$ cat src/rtl/id_ex_pipe_reg_pkg.sv
// id_ex_pipe_reg_pkg: shared ID/EX payload layout macros and skid-buffer state type
`ifndef ID_EX_DEFINES_SVH
`define ID_EX_DEFINES_SVH
`define InstIDDepth       16
`define ID_EX_W           128
`define ID_EX_PC_LSB      0
`define ID_EX_OPCODE_LSB  32
`define ID_EX_RS1_LSB     39
`define ID_EX_RS2_LSB     44
`define ID_EX_RD_LSB      49
`define ID_EX_RD_VLD_LSB  54
`define ID_EX_IMM_LSB     55
`define ID_EX_INSTID_LSB  87
`define ID_EX_CSR_LSB     91
`define ID_EX_CSR_VLD_LSB 103
`endif

package id_ex_pipe_reg_pkg;
    typedef enum logic [1:0] {
        ST_EMPTY = 2'd0,
        ST_ONE   = 2'd1,
        ST_FULL  = 2'd2
    } skid_state_t;
endpackage

$ cat src/rtl/id_ex_pipe_reg.sv
// id_ex_pipe_reg: decode-to-execute register with one skid entry and saturating stall counter
//   clk, rst_n (sync, active-low), flush kills held entries
//   in_valid/in_ready/in_data  : decode side, in_ready registered (= no skid entry)
//   out_valid/out_ready/out_data : execute side, all outputs registered
//   stall_cnt : cycles with out_valid & ~out_ready, saturating, survives flush
module id_ex_pipe_reg
    import id_ex_pipe_reg_pkg::*;
#(
    parameter int DATA_W = `ID_EX_W,
    parameter int CNT_W  = 16
) (
    input  logic              clk,
    input  logic              rst_n,
    input  logic              flush,
    input  logic              in_valid,
    output logic              in_ready,
    input  logic [DATA_W-1:0] in_data,
    output logic              out_valid,
    input  logic              out_ready,
    output logic [DATA_W-1:0] out_data,
    output logic [CNT_W-1:0]  stall_cnt
);
    skid_state_t       state;
    logic [DATA_W-1:0] skid_q;
    logic              accept;
    logic              consume;

    assign accept  = in_valid & in_ready;
    assign consume = out_valid & out_ready;

    always_ff @(posedge clk) begin
        if (!rst_n) begin
            state     <= ST_EMPTY;
            out_valid <= 1'b0;
            in_ready  <= 1'b1;
            out_data  <= '0;
            skid_q    <= '0;
            stall_cnt <= '0;
        end else begin
            if (out_valid && !out_ready && stall_cnt != '1)
                stall_cnt <= stall_cnt + 1'b1;
            // flush drops only the valid bits; payload registers keep their contents
            if (flush) begin
                state     <= ST_EMPTY;
                out_valid <= 1'b0;
                in_ready  <= 1'b1;
            end else begin
                case (state)
                    ST_EMPTY: if (accept) begin
                        out_data  <= in_data;
                        out_valid <= 1'b1;
                        state     <= ST_ONE;
                    end
                    ST_ONE: if (accept && consume) begin
                        out_data <= in_data;
                    end else if (consume) begin
                        out_valid <= 1'b0;
                        state     <= ST_EMPTY;
                    end else if (accept) begin
                        // execute stalled: park the new payload so in_ready never depends on out_ready
                        skid_q   <= in_data;
                        in_ready <= 1'b0;
                        state    <= ST_FULL;
                    end
                    ST_FULL: if (consume) begin
                        out_data <= skid_q;
                        in_ready <= 1'b1;
                        state    <= ST_ONE;
                    end
                    default: begin
                        state     <= ST_EMPTY;
                        out_valid <= 1'b0;
                        in_ready  <= 1'b1;
                    end
                endcase
            end
        end
    end
endmodule

$ cat config.mk
export PLATFORM = sky130hd
export DESIGN_NAME = id_ex_pipe_reg
export DESIGN_NICKNAME = d
export VERILOG_FILES = /design/src/rtl/id_ex_pipe_reg_pkg.sv /design/src/rtl/id_ex_pipe_reg.sv
export SDC_FILE = /design/constraint.sdc
export NUM_CORES = 1
export LEC_CHECK = 0
export CELL_PAD_IN_SITES_DETAIL_PLACEMENT = 1
export CELL_PAD_IN_SITES_GLOBAL_PLACEMENT = 1
export CORE_ASPECT_RATIO = 1.25
export CORE_MARGIN = 4
export CORE_UTILIZATION = 34
export DETAILED_ROUTE_END_ITERATION = 10
export PLACE_DENSITY = 0.74
export SYNTH_ARGS = -nofsm -noshare
export SYNTH_HDL_FRONTEND = slang
export SYNTH_SLANG_ARGS = --single-unit
$ cat constraint.sdc
create_clock -name clk -period 2.14 [get_ports clk]
set_clock_uncertainty 0.15 [all_clocks]
set_input_delay 0.321 -clock clk [delete_from_list [all_inputs] [get_ports clk]]
set_output_delay 0.321 -clock clk [all_outputs]
set_load 0.005 [all_outputs]
# Word level (Yosys, flattened, before mapping)
# Index checks and enable logic that the tools add are counted.
[word_totals] reg_bits=276 out_inout_bits=146 input_bits=133 word_cells=57
[classes] muxes=19 bitwise_logic=8 addsub=1 n_eq_ne=11 reduce_logical=12
[ops] cell="$mux 128" n=3
[ops] cell="$pmux 128 s3" n=1
[ops] cell="$add 16x1->16 const B" n=1
[ops] cell="$ne 16x16->1 const B" n=1
[ops] cell="$reduce_and 5->1" n=3
[ops] cell="$ne 2x2->1 const B" n=7
[ops] cell="$mux 2" n=5
[ops] cell="$reduce_and 4->1" n=2
[ops] cell="$mux 1" n=7
[ops] cell="$not 1->1" n=6
[ops] cell="$pmux 1 s3" n=2
[ops] cell="$pmux 2 s3" n=1
[ops] cell="$logic_and 1x1->1" n=3
[ops] cell="$ne 3x3->1 const B" n=1
[ops] cell="$reduce_bool 3->1" n=1
[ops] cell="$and 1x1->1" n=2
[ops] cell="$eq 2x1->1 const B" n=1
[ops] cell="$eq 2x2->1 const B" n=1
[ops] cell="$logic_not 2->1" n=1
[ops] cell="$reduce_or 2->1" n=1
[ops] cell="$logic_not 1->1" n=1

# Logic depth before layout (Yosys ltp)
# Gate-level depths: netlist of the first run.
[depth] word_depth=5 ltp_mapped=7 ltp_nobuf=5

# Worst setup path after synthesis of the first run
# No wires, ideal clock.
[synth_timing] path_kind="reg-to-reg" from="reg state[0]" to="reg out_data[0]" synth_period_minus_slack_ps=2036 path_stages_with_launch=7 arrival_time_ps=1764 required_time_ps=1868 slack_ps=104 setup_ps=122 n_path_buf=3 path_cell_list="dfxtp_1 nand2b_1 clkbuf_1 buf_2 clkbuf_1 mux2_2 o311a_1"
[synth_between] elab_chain_len=3 elab_cells_between_ends=9 classes_between="eq/ne: 5; mux: 1; reduce/logical: 3"
[synth_lines] item="start, declared" line_no="id_ex_pipe_reg.sv:23" source="skid_state_t state;"
[synth_lines] item="start signal, assigned" line_no="id_ex_pipe_reg.sv:33" source="state <= ST_EMPTY;"
[synth_lines] item="start signal, assigned" line_no="id_ex_pipe_reg.sv:44" source="state <= ST_EMPTY;"
[synth_lines] item="start signal, assigned" line_no="id_ex_pipe_reg.sv:52" source="state <= ST_ONE;"
[synth_lines] item="$eq 2x1->1 (tied with other cells)" line_no="id_ex_pipe_reg.sv:48" source="case (state)"
[synth_lines] item="$ne 2x2->1 (no line) / $reduce_bool 3->1 (equally long branches)"
[synth_lines] item="$reduce_and 5->1 (no line)"
[synth_lines] item="end signal, assigned" line_no="id_ex_pipe_reg.sv:50" source="out_data <= in_data;"
[synth_lines] item="end signal, assigned" line_no="id_ex_pipe_reg.sv:55" source="out_data <= in_data;"
[synth_lines] item="end signal, assigned" line_no="id_ex_pipe_reg.sv:66" source="out_data <= skid_q;"
[synth_lines] item="end, declared" line_no="id_ex_pipe_reg.sv:20" source="output logic [DATA_W-1:0] out_data,"
# Several ways; a longest one is shown, not always the timed one.
# A chain may end at the register's enable or synchronous reset.

# Worst setup path in the final report of the first run
[layout_timing] from="reg stall_cnt[2]" to="out stall_cnt[2]"
[layout_rtl] item="start, declared" line_no="id_ex_pipe_reg.sv:21" source="output logic [CNT_W-1:0] stall_cnt"
[layout_rtl] item="start signal, assigned" line_no="id_ex_pipe_reg.sv:41" source="stall_cnt <= stall_cnt + 1'b1;"
# No word-level cell between the ends.

==> run summary, run 1 <==
Layout Cells excl Fill - 2014
Layout Nets - 1656
Max incr delay on CP - 0.57 ns
Final slew viol count - 0
Vias in the first global route - 11.4k
Critical path endpoint category - output port
Pint - 9200 uW
Clk network pwr share - 0.402
CP max FO - 7
Worst Max-Slew Pin Slew - 0.600 ns
Dpl cells - 1957
Die area - 0.0384 mm^2
Number of hold violations in the final report - 0
Core Util, Final - 0.477
Hold Crit Class - input pin to flip-flop
Routed vias/inst - 5.33
Synth warn - 0
Mean routed wirelength per cell - 19.5 um
First-pass DRT Iterations - 4
CP bufs+invs - 1
Synthesis-to-layout area growth - 37.6%
Arrival time of the worst setup path - 1.57 ns
Initial antenna violation count - 4
Reg-to-reg endpoint - out_data[30]$_SDFFE_PN0P_
Reg2reg start - state[0]$_SDFFE_PP0P_
Largest net degree at the start of global routing - 128
Mean post-synth cell area - 9.36 um^2
Post-detail-place hpwl - 25800 um
Overall die width - 176 um
Final setup fails - 0
Final period util - 0.955
Overall routing resource usage - 0.197
Crit path max-delay family - buffers and inverters
Peak Freq - 489 MHz
Worst-path clk slew - 0.06 ns
WS Path Type - flip-flop to output port
Synth Flop Type - dfxtp_1
Gpl congestion - 0.758
Post-DRT Antenna Nets - 0
Rows - 76
Port Buffers - 278
Leakage - 0.00593 uW
Root buf cell - clkbuf_16
I/O pin total - 279
Relative slew slack - 0.600
PnR Total Power - 12100 uW
Synthesized cell area - 0.0120 mm^2
Largest buffer count on any clock path - 3
Unique masters post-synth - 39
Min-Delay Startpoint - in_data[93]
Clk_lat worst skew - 0.56 ns
Register bit total from synthesis - 276
Most numerous cell in the Yosys netlist - nand2_1
R2R Setup Slk - 0.16 ns
Comb pwr share - 0.145
FF-to-FF path depth - 6
Switching power - 2930 uW
Req. time, crit path - 1.67 ns
Synth top cells by count - 277 x nand2_1, 276 x dfxtp_1, 139 x a21oi_1
EDFF count, synth - 0
Slowest-stage cell, CP - clkdlybuf4s50_1
Drt initial violations - 434
Hold Path Sink - skid_q[93]$_SDFFE_PN0P_
Post-synth top area share - 0.460
Outcome - completed
# DRC - 0
Clock sinks - 276
Post-synthesis sequential area ratio - 0.460
Asr flop ratio synth - 0
Worst hold margin - 0.193 ns
Unrepaired setup endpoints after global routing - false
Cell depth of the worst hold path - 3
Starting Density - 0.346
# H-tree levels - 1
Syn_nets - 1419
Synth area leader - dfxtp_1
Via count - 10.7k
Placeable Area - 0.0347 mm^2
Area contributors post-synth - dfxtp_1 46%, mux2_2 12%, o311a_1 11%, nand2_1 8.6%, o21bai_1 8.1%
Pwr/cell area - 734 mW/mm^2
TNS Setup - 0 ns
Cell count after synthesis - 1285
Maximum VDD drop - 0.453 mV
First-pass GRT wire length - 62400 um
Max Cap Viol - 0
Minimum clock period - 2.04 ns
Cell chain of the critical path - clkdlybuf4s50_1
Share of cells above drive strength 1 - 0.154
Filler cells - 3866
Die Y-Extent - 218 um
CTS tree - done
Seq pwr share - 0.453
CTS Buf Count - 29
Congestion Overflow GR - 0
Final WL - 39200 um
Worst setup SP type - flip-flop
Switching Fraction - 0.241
[worst min-delay path: cells and delay by family]
| kind | cells | cell delay (ns) |
|---|---|---|
| AND/OR/NAND/NOR | 1 | 0.06 |
| AO/OA/AOI/OAI | 1 | 0.05 |
| buffers and inverters | 1 | 0.42 |
[layer usage]
layer	part of all wire	vias up	track usage
li1	-	5143	-
met1	0.42	5311	0.236
met2	0.51	224	0.357
met3	0.044	53	0.0313
met4	0.025	0	0.0634
met5	0	-	0
[how the worst max path moves through the flow]
stage,from,to,depth (start not counted)
2_1_floorplan,state[0]$_SDFFE_PP0P_,out_data[0]$_SDFFE_PN0P_,6
3_3_place_gp,out_ready,out_data[24]$_SDFFE_PN0P_,6
3_5_place_dp,out_ready,out_data[30]$_SDFFE_PN0P_,7
4_1_cts,stall_cnt[2]$_SDFFE_PN0P_,stall_cnt[2],1
5_1_grt,state[0]$_SDFFE_PP0P_,out_data[35]$_SDFFE_PN0P_,6
6_report,stall_cnt[2]$_SDFFE_PN0P_,stall_cnt[2],1
[power by group through the flow]
stage / sequential [uW] / combinational [uW] / clock, uW
after global routing: 5520 / 1900 / 5230
final: 5500 / 1760 / 4880
after CTS: 5500 / 1780 / 5030
after floorplan: 5580 / 808 / 0
after global placement: 5600 / 1720 / 0
after detailed placement: 5610 / 1760 / 0
[cell usage in the layout (no fill, tap or decap), types with 2 or more instances in the layout]
master             n
a211oi_1           4
a21boi_1           3
a21oi_1          139
and4_1             2
buf_12            20
buf_4             38
clkbuf_1           9
clkbuf_16         29
clkbuf_8           8
clkdlybuf4s50_1  276
clkinv_2           3
dfxtp_1          275
diode_2            5
dlygate4sd3_1      2
inv_1              3
mux2_2           128
mux2i_1            9
nand2_1          277
nand2b_1           8
nand3_1            5
nand3b_1           2
nand4_1            3
nand4_2            2
nor2_1             4
nor3_1             3
nor4_1             2
o21bai_1         130
o311a_1          128
o31ai_1            4
or4_1              5
[state kept, by name, summed over array words and instances, names as in the netlist]
| signal | flops |
|---|---|
| state | 2 |
| in_ready | 1 |
| stall_cnt | 16 |
| skid_q | 128 |
| out_valid | 1 |
| out_data | 128 |
[final cells by class]
class / instances / area [um^2] / area share
multi-input combinational: 874 / 6010 / 0.363
sequential: 276 / 5530 / 0.334
timing repair buffer: 337 / 3480 / 0.211
clock buffer: 45 / 856 / 0.0517
tap: 468 / 586 / 0.0354
clock inverter: 5 / 53.8 / 0.00325
inverter: 4 / 17.5 / 0.00106
antenna: 5 / 12.5 / 0.000756
[logic make-up (layout without fill, tap and decap cells)]
logic type,after synthesis,count (layout),share of synthesized area
AOI/OAI and AO/OA,413,413,0.256
and+or+nand+nor,322,322,0.112
DFF,276,276,0.460
muxes,137,137,0.127
buffers and inverters,135,391,0.0428
adders and majority gates,1,1,0.00104
xor gates and xnor gates,1,1,0.000729
other,0,5,0
[per-stage QoR]
| step | setup slack (ns) | instance area [um^2] |
|---|---|---|
| after detailed placement | -0.354 | 15600 |
| after global routing | 0.0318 | 16500 |
| after CTS | 0.0671 | 16500 |
| after floorplan | 0.104 | 12000 |
| final | 0.0957 | 16500 |
| after global placement | -0.256 | 15600 |
[timing repair]
action	CTS	global route
hold buffers	2	0
endpoints found under the setup margin	1	0
setup buffers	0	0
hold endpoints to repair	6	0
gates resized for setup	1	0
Power figures use the tool's default switching activity.
==> run 2, diff against run 1 <==
--- a/config.mk
+++ b/config.mk
@@ -11,6 +11,7 @@
 export CORE_MARGIN = 4
 export CORE_UTILIZATION = 34
 export DETAILED_ROUTE_END_ITERATION = 10
+export GPL_TIMING_DRIVEN = 1
 export PLACE_DENSITY = 0.74
 export SYNTH_ARGS = -nofsm -noshare
 export SYNTH_HDL_FRONTEND = slang
==> results of run 2 <==
The final DEF is identical to that of run 1; final timing and power are the same.
==> run 3, diff against run 2 <==
--- a/config.mk
+++ b/config.mk
@@ -5,6 +5,7 @@
 export SDC_FILE = /design/constraint.sdc
 export NUM_CORES = 1
 export LEC_CHECK = 0
+export ABC_CLOCK_PERIOD_IN_PS = 2140
 export CELL_PAD_IN_SITES_DETAIL_PLACEMENT = 1
 export CELL_PAD_IN_SITES_GLOBAL_PLACEMENT = 1
 export CORE_ASPECT_RATIO = 1.25
==> results of run 3 <==
The final DEF is identical to that of run 1; final timing and power are the same.
